<file path="src/rtl/bayer_remosaic.sv">
// RGB-to-Bayer remosaic: picks one colour component per pixel according to row/column
// parity and a per-frame mosaic order, with a two-stage register pipeline.
module bayer_remosaic #(
  parameter int G_DATA_WIDTH = 8,
  parameter int G_PIXELS     = 1
) (
  input  logic                             RESETN_I,
  input  logic                             SYS_CLK_I,
  input  logic                             DATA_VALID_I,
  input  logic                             EOF_I,
  input  logic [G_PIXELS*G_DATA_WIDTH-1:0] R_I,
  input  logic [G_PIXELS*G_DATA_WIDTH-1:0] G_I,
  input  logic [G_PIXELS*G_DATA_WIDTH-1:0] B_I,
  input  logic [1:0]                       BAYER_FORMAT,
  output logic                             BAYER_VALID_O,
  output logic [G_PIXELS*G_DATA_WIDTH-1:0] DATA_O,
  output logic                             EOF_O
);

  localparam int   DW       = G_PIXELS * G_DATA_WIDTH;
  localparam logic ODD_BEAT = logic'((G_PIXELS % 2) == 1);

  logic          row_par, col_par, frame_open, vld_d;
  logic [1:0]    fmt_q;
  logic          line_end;
  logic [1:0]    fmt_cur;

  logic          s1_vld, s1_eof, s1_row, s1_col;
  logic [1:0]    s1_fmt;
  logic [DW-1:0] s1_r, s1_g, s1_b;
  logic [DW-1:0] data_nxt;

  assign line_end = vld_d & ~DATA_VALID_I;
  // The opening beat of a frame must already use the format it is about to latch.
  assign fmt_cur  = frame_open ? fmt_q : BAYER_FORMAT;

  always_ff @(posedge SYS_CLK_I or negedge RESETN_I) begin
    if (!RESETN_I) begin
      row_par    <= 1'b0;
      col_par    <= 1'b0;
      frame_open <= 1'b0;
      vld_d      <= 1'b0;
      fmt_q      <= 2'd0;
    end else begin
      vld_d <= DATA_VALID_I;
      if (DATA_VALID_I) begin
        if (!frame_open) begin
          fmt_q      <= BAYER_FORMAT;
          frame_open <= 1'b1;
        end
        if (ODD_BEAT) col_par <= ~col_par;
      end
      if (line_end) begin
        row_par <= ~row_par;
        col_par <= 1'b0;
      end
      // Written last so end-of-frame wins over a coincident line end.
      if (EOF_I) begin
        row_par    <= 1'b0;
        col_par    <= 1'b0;
        frame_open <= 1'b0;
      end
    end
  end

  always_ff @(posedge SYS_CLK_I or negedge RESETN_I) begin
    if (!RESETN_I) begin
      s1_vld <= 1'b0;
      s1_eof <= 1'b0;
      s1_row <= 1'b0;
      s1_col <= 1'b0;
      s1_fmt <= 2'd0;
      s1_r   <= '0;
      s1_g   <= '0;
      s1_b   <= '0;
    end else begin
      s1_vld <= DATA_VALID_I;
      s1_eof <= EOF_I;
      s1_row <= row_par;
      s1_col <= col_par;
      s1_fmt <= fmt_cur;
      s1_r   <= R_I;
      s1_g   <= G_I;
      s1_b   <= B_I;
    end
  end

  for (genvar i = 0; i < G_PIXELS; i++) begin : g_lane
    localparam logic LANE_ODD = logic'((i % 2) == 1);
    logic                    rr, cc;
    logic [G_DATA_WIDTH-1:0] sel;

    // Every order is RGGB with the row and/or column parity flipped.
    assign rr = s1_row ^ s1_fmt[1];
    assign cc = s1_col ^ LANE_ODD ^ s1_fmt[0];

    always_comb begin
      sel = s1_g[i*G_DATA_WIDTH +: G_DATA_WIDTH];
      if (!rr && !cc)     sel = s1_r[i*G_DATA_WIDTH +: G_DATA_WIDTH];
      else if (rr && cc)  sel = s1_b[i*G_DATA_WIDTH +: G_DATA_WIDTH];
    end

    assign data_nxt[i*G_DATA_WIDTH +: G_DATA_WIDTH] = sel;
  end

  always_ff @(posedge SYS_CLK_I or negedge RESETN_I) begin
    if (!RESETN_I) begin
      BAYER_VALID_O <= 1'b0;
      EOF_O         <= 1'b0;
      DATA_O        <= '0;
    end else begin
      BAYER_VALID_O <= s1_vld;
      EOF_O         <= s1_eof;
      if (s1_vld) DATA_O <= data_nxt;
    end
  end

endmodule

</file>
<file path="config.mk">
export PLATFORM = sky130hd
export DESIGN_NAME = bayer_remosaic
export DESIGN_NICKNAME = d
export VERILOG_FILES = /design/src/rtl/bayer_remosaic.sv
export SDC_FILE = /design/constraint.sdc
export NUM_CORES = 1
export LEC_CHECK = 0
export ABC_AREA = 1
export ABC_CLOCK_PERIOD_IN_PS = 2400
export CELL_PAD_IN_SITES_DETAIL_PLACEMENT = 2
export CELL_PAD_IN_SITES_GLOBAL_PLACEMENT = 2
export CORE_MARGIN = 4
export CORE_UTILIZATION = 32
export CTS_CLUSTER_SIZE = 28
export DETAILED_ROUTE_END_ITERATION = 12
export GPL_TIMING_DRIVEN = 0
export PLACE_DENSITY_LB_ADDON = 0.1
export SYNTH_ARGS = -nofsm -noshare
export SYNTH_HDL_FRONTEND = slang
export SYNTH_SLANG_ARGS = --single-unit
</file>
<file path="constraint.sdc">
create_clock -name SYS_CLK_I -period 2.4 [get_ports SYS_CLK_I]
set_clock_uncertainty 0.2 [all_clocks]
set_input_delay 0.48 -clock SYS_CLK_I [delete_from_list [all_inputs] [get_ports SYS_CLK_I]]
set_output_delay 0.48 -clock SYS_CLK_I [all_outputs]
set_load 0.03 [all_outputs]
</file>
# Word-level counts from Yosys, hierarchy flattened
# Index checks and enable logic that the tools add are counted.
op_classes:
  addsub: 0
  mul: 0
  div_mod_pow: 0
  n_lt_le_gt_ge: 0
  n_eq_ne: 0
  n_shift: 0
  muxes: 10
  bitwise_logic: 6
  n_reduce_logical: 7
ops:
  columns: ["op", "count"]
  rows:
  - ["2-to-1 mux 8 bit", 2]
  - ["2-to-1 mux 1 bit", 7]
  - ["nonzero test 2 bit", 2]
  - ["NOT 1 bit", 3]
  - ["nonzero test 3 bit", 1]
  - ["logical AND 1 bit", 2]
  - ["logical NOT 1 bit", 2]
  - ["2-to-1 mux 2 bit", 1]
  - ["XOR 1 bit", 2]
  - ["AND 1 bit", 1]
word_totals:
  register_bits: 45
  latch_bits: 0
  ramBits: 0
  mem_bits_ro: 0
  input_bits: 30
  out_inout_bits: 10
  wordCells: 38
  memories: 0

# Logic depth before layout (Yosys ltp)
depth:
  depth_word: 4
  ltp_mapped: 8
  depth_no_buf: 8

# Worst setup path after synthesis
# OpenSTA, ideal clock, no wires.
synth_path:
  path_kind: "register -> register"
  start: "register s1_fmt[0]"
  end: "register DATA_O[0]"
  setup_time_ns: 0.117
  t_arrival_ns: 0.893
  required_ns: 2.083
  setup_slack_ns: 1.190
  path_stages_with_launch: 9
  path_buffers: 0
  synth_period_minus_slack_ns: 1.210
  path_cell_list: "dfrtp_1 -> inv_1 -> nand2_1 -> nand2_4 -> nand3b_1 -> nand2_1 -> inv_1 -> nand2_1 -> nand2_1"
synth_between:
  elab_chain_len: 4
  elab_cells_between_ends: 6
  cone_classes: "2 x mux; 1 x bitwise; 3 x reduce/logical"
synth_rtl:
  columns: ["item", "line_no", "text"]
  rows:
  - ["from (decl)", "29", "logic [1:0] s1_fmt;"]
  - ["from (signal assigned)", "81", "s1_fmt <= fmt_cur;"]
  - ["XOR 1 bit (*)", "95", "assign cc = s1_col ^ LANE_ODD ^ s1_fmt[0];"]
  - ["logical AND 1 bit / logical NOT 1 bit (equally long branches)", "100, 99", null]
  - ["2-to-1 mux 8 bit / logical AND 1 bit (equally long branches)", "100, 99", null]
  - ["2-to-1 mux 8 bit (*)", "99", "if (!rr && !cc) sel = s1_r[i*G_DATA_WIDTH +: G_DATA_WIDTH];"]
  - ["to (signal assigned)", "114", "if (s1_vld) DATA_O <= data_nxt;"]
  - ["to (decl)", "16", "output logic [G_PIXELS*G_DATA_WIDTH-1:0] DATA_O,"]
# Every way passes the cells marked *; elsewhere a longest branch is shown, timed or not.
# A chain may end at the register's enable or synchronous reset.

# Final worst setup path
layout_path:
  start: "register DATA_O[0]"
  end: "output DATA_O[0]"
# No word-level cell between the ends.

==> impl_metrics.env <==
export IMPL_synthDominantCellAreaShare=0.678
export IMPL_clock_root_buffer="clkbuf_8"
export IMPL_hold_ws_ns=0.169
export IMPL_fillCellCount=521
export IMPL_outcome="completed"
export IMPL_rsz0062_at_grt="no"
export IMPL_path_delay_family="buffers and inverters"
export IMPL_cts_buffer_depth=2
export IMPL_io_pin_count=40
export IMPL_die_h_microns=80.0
export IMPL_p_seq_frac=0.497
export IMPL_grt_util_all_layers=0.143
export IMPL_min_period_over_period=0.835
export IMPL_max_stage_delay_ns=0.68
export IMPL_crit_path_start_kind="flip-flop"
export IMPL_netSwitchingFraction=0.285
export IMPL_max_cap_violations=0
export IMPL_synthCells=157
export IMPL_layout_nets=235
export IMPL_grt_util_met3=0.0327
export IMPL_multi_input_area_sq_um=462
export IMPL_seq_area_sq_mm=0.00113
export IMPL_via_per_inst=4.42
export IMPL_drt_wl_total_mm=4.08
export IMPL_power_switching_uw=490
export IMPL_hpwl_mm=3.22
export IMPL_endpoint_kind="output pin"
export IMPL_ys_flop_type="dfrtp_1"
export IMPL_synth_most_common_cell="nand2_1"
export IMPL_routed_wire_length_per_instance_microns=14.9
export IMPL_clock_sinks=45
export IMPL_p_int_uw=1230
export IMPL_synth_area_leaders="dfrtp_1, nand2_1, nand3_1"
export IMPL_hp_class="reg2reg"
export IMPL_drc=0
export IMPL_grt_pass1_wl_mm=6.86
export IMPL_clk_pin_slew_worst_paths_ns=0.08
export IMPL_grt_busiest_layer="met2"
export IMPL_synthArstFlopShare=1.00
export IMPL_placed_cell_area_sq_mm=0.00215
export IMPL_fmax_mhz=499
export IMPL_cts_setup_buffers=0
export IMPL_power_density_mw_per_mm2=762
export IMPL_stdcell_count=273
export IMPL_antenna_found_initial=0
export IMPL_path_cells="clkdlybuf4s50_1"
export IMPL_grt_pass1_vias=1384
export IMPL_grt_max_degree=30
export IMPL_slew_headroom=0.712
export IMPL_p_leak_uw=0.00110
export IMPL_synth_enable_flop_cells=0
export IMPL_peakVddDrop_uv=362
export IMPL_finalSetupViolations=0
export IMPL_synth_cell_types=13
export IMPL_hp_start="s1_eof"
export IMPL_grt_overflow_total=0
export IMPL_port_buffer_count=39
export IMPL_cts_made_buffers=5
export IMPL_cp_num_buf_inv=1
export IMPL_dieArea_sq_mm=0.00640
export IMPL_design_area_sq_mm=0.00226
export IMPL_rr_startpoint="s1_fmt[1]"
export IMPL_drive_gt1_frac=0.112
export IMPL_cp_arrival_ns=1.32
export IMPL_synth_top_area_cell="dfrtp_1"
export IMPL_cp_slowest_cell="clkdlybuf4s50_1"
export IMPL_syn_num_nets=187
export IMPL_syn_area_sq_mm=0.00166
export IMPL_insertion_delay_ns=0.29
export IMPL_worstPathMaxFanout=2
export IMPL_drt_iter0_drc=31
export IMPL_crit_required_ns=1.72
export IMPL_rows=25
export IMPL_worstSetupStartpoint="DATA_O[0]"
export IMPL_pwr_share_clk=0.290
export IMPL_cts_tree="yes"
export IMPL_met2_usage=0.253
export IMPL_final_min_clock_period_ns=2.00
export IMPL_drtAntennaViolNets=0
export IMPL_ys_seq_area_frac=0.678
export IMPL_area_growth_pct=36.2
export IMPL_hold_buffers=1
export IMPL_core_area_sq_mm=0.00488
export IMPL_htreeDepth=2
export IMPL_post_cts_resized=0
export IMPL_dr_pass1_iters=3
export IMPL_place_gp_congestion=0.779
export IMPL_placed_cells=264
export IMPL_worstSetupPathType="reg2out"
export IMPL_use_met1=0.171
export IMPL_ys_ff_latch=45
export IMPL_yosys_warnings=0
export IMPL_slew_violations=0
export IMPL_num_vias=1208
export IMPL_yosys_top_cells_count="nand2_1, dfrtp_1, nand3_1"
export IMPL_fp_dieW_microns=80.0
export IMPL_initial_core_util=0.340
export IMPL_comb_power_share=0.213
export IMPL_hold_viol=0
export IMPL_synth_avg_cell_area_sq_um=10.6
export IMPL_worst_pin_slew_ns=0.432
export IMPL_n_antenna_cell=0
-- layout by cell type, fill, tap and decap left out --
cell type / n
buf_2: 2
nand3_1: 17
xnor2_1: 1
inv_1: 15
nand2_1: 50
o21ai_0: 5
dfrtp_1: 45
o21ai_2: 1
nand2_2: 3
nand2_4: 5
nor2_1: 3
nand3b_1: 8
clkbuf_8: 7
inv_2: 3
dlygate4sd3_1: 1
clkdlybuf4s50_1: 38
buf_12: 1
clkinv_2: 1
-- power by group through the flow --
stage          Sequential (uW)  Clock [uW]  Combinational, uW
3_3_place_gp               867           0                353
6_report                   856         500                367
2_1_floorplan              920           0                139
4_1_cts                    858         521                376
3_5_place_dp               872           0                373
5_1_grt                    865         550                407
-- state kept, by name (all words and copies together), names as in the netlist --
register and cells:
BAYER_VALID_O 1, DATA_O 8, EOF_O 1, col_par 1, fmt_q 2, frame_open 1
row_par 1, s1_b 8, s1_col 1, s1_eof 1, s1_fmt 2, s1_g 8
s1_r 8, s1_row 1, s1_vld 1
-- per-stage QoR --
stage | utilization | setup WS (ns) | TNS, ns | total power, uW
4_1_cts | 0.463 | 0.365 | 0 | 1750
3_5_place_dp | 0.441 | 0.618 | 0 | 1240
3_3_place_gp | 0.437 | -0.429 | -19.17 | 1220
5_1_grt | 0.463 | 0.348 | 0 | 1820
2_1_floorplan | - | 1.19 | 0 | 1060
6_report | 0.463 | 0.396 | 0 | 1720
-- routing by layer --
metal	wire length, microns	vias to the layer above
met5	0	-
met4	40	0
met3	170	6
met1	1760	596
li1	-	579
met2	2110	27
-- area by class of cell --
cell class,count,share of cell area
multi-input combinational,93,0.204
buffer,1,0.00221
sequential,45,0.498
clock buffer,7,0.0426
inverter,18,0.0299
tap,67,0.0371
timing repair buffer,41,0.184
clock inverter,1,0.00221
-- logic make-up (layout without fill, tap and decap cells) --
group | Yosys count | after routing | synth area share
AOI/OAI and AO/OA | 6 | 6 | 0.0203
xor gates and xnor gates | 1 | 1 | 0.00528
buffers and inverters | 19 | 68 | 0.0437
DFF | 45 | 45 | 0.678
and+or+nand+nor | 86 | 86 | 0.252
-- path summary, 6_finish.rpt --
path	end	slack, ns	cells past startpoint
max	DATA_O[0]	0.40	1
min	EOF_O	0.17	0
max reg2reg	DATA_O[2]	0.94	8
min reg2reg	EOF_O	0.17	0
max in group asynchronous	s1_g[2]	1.03	3
min in group asynchronous	s1_r[3]	0.47	2
(Power assumes the default switching activity.)
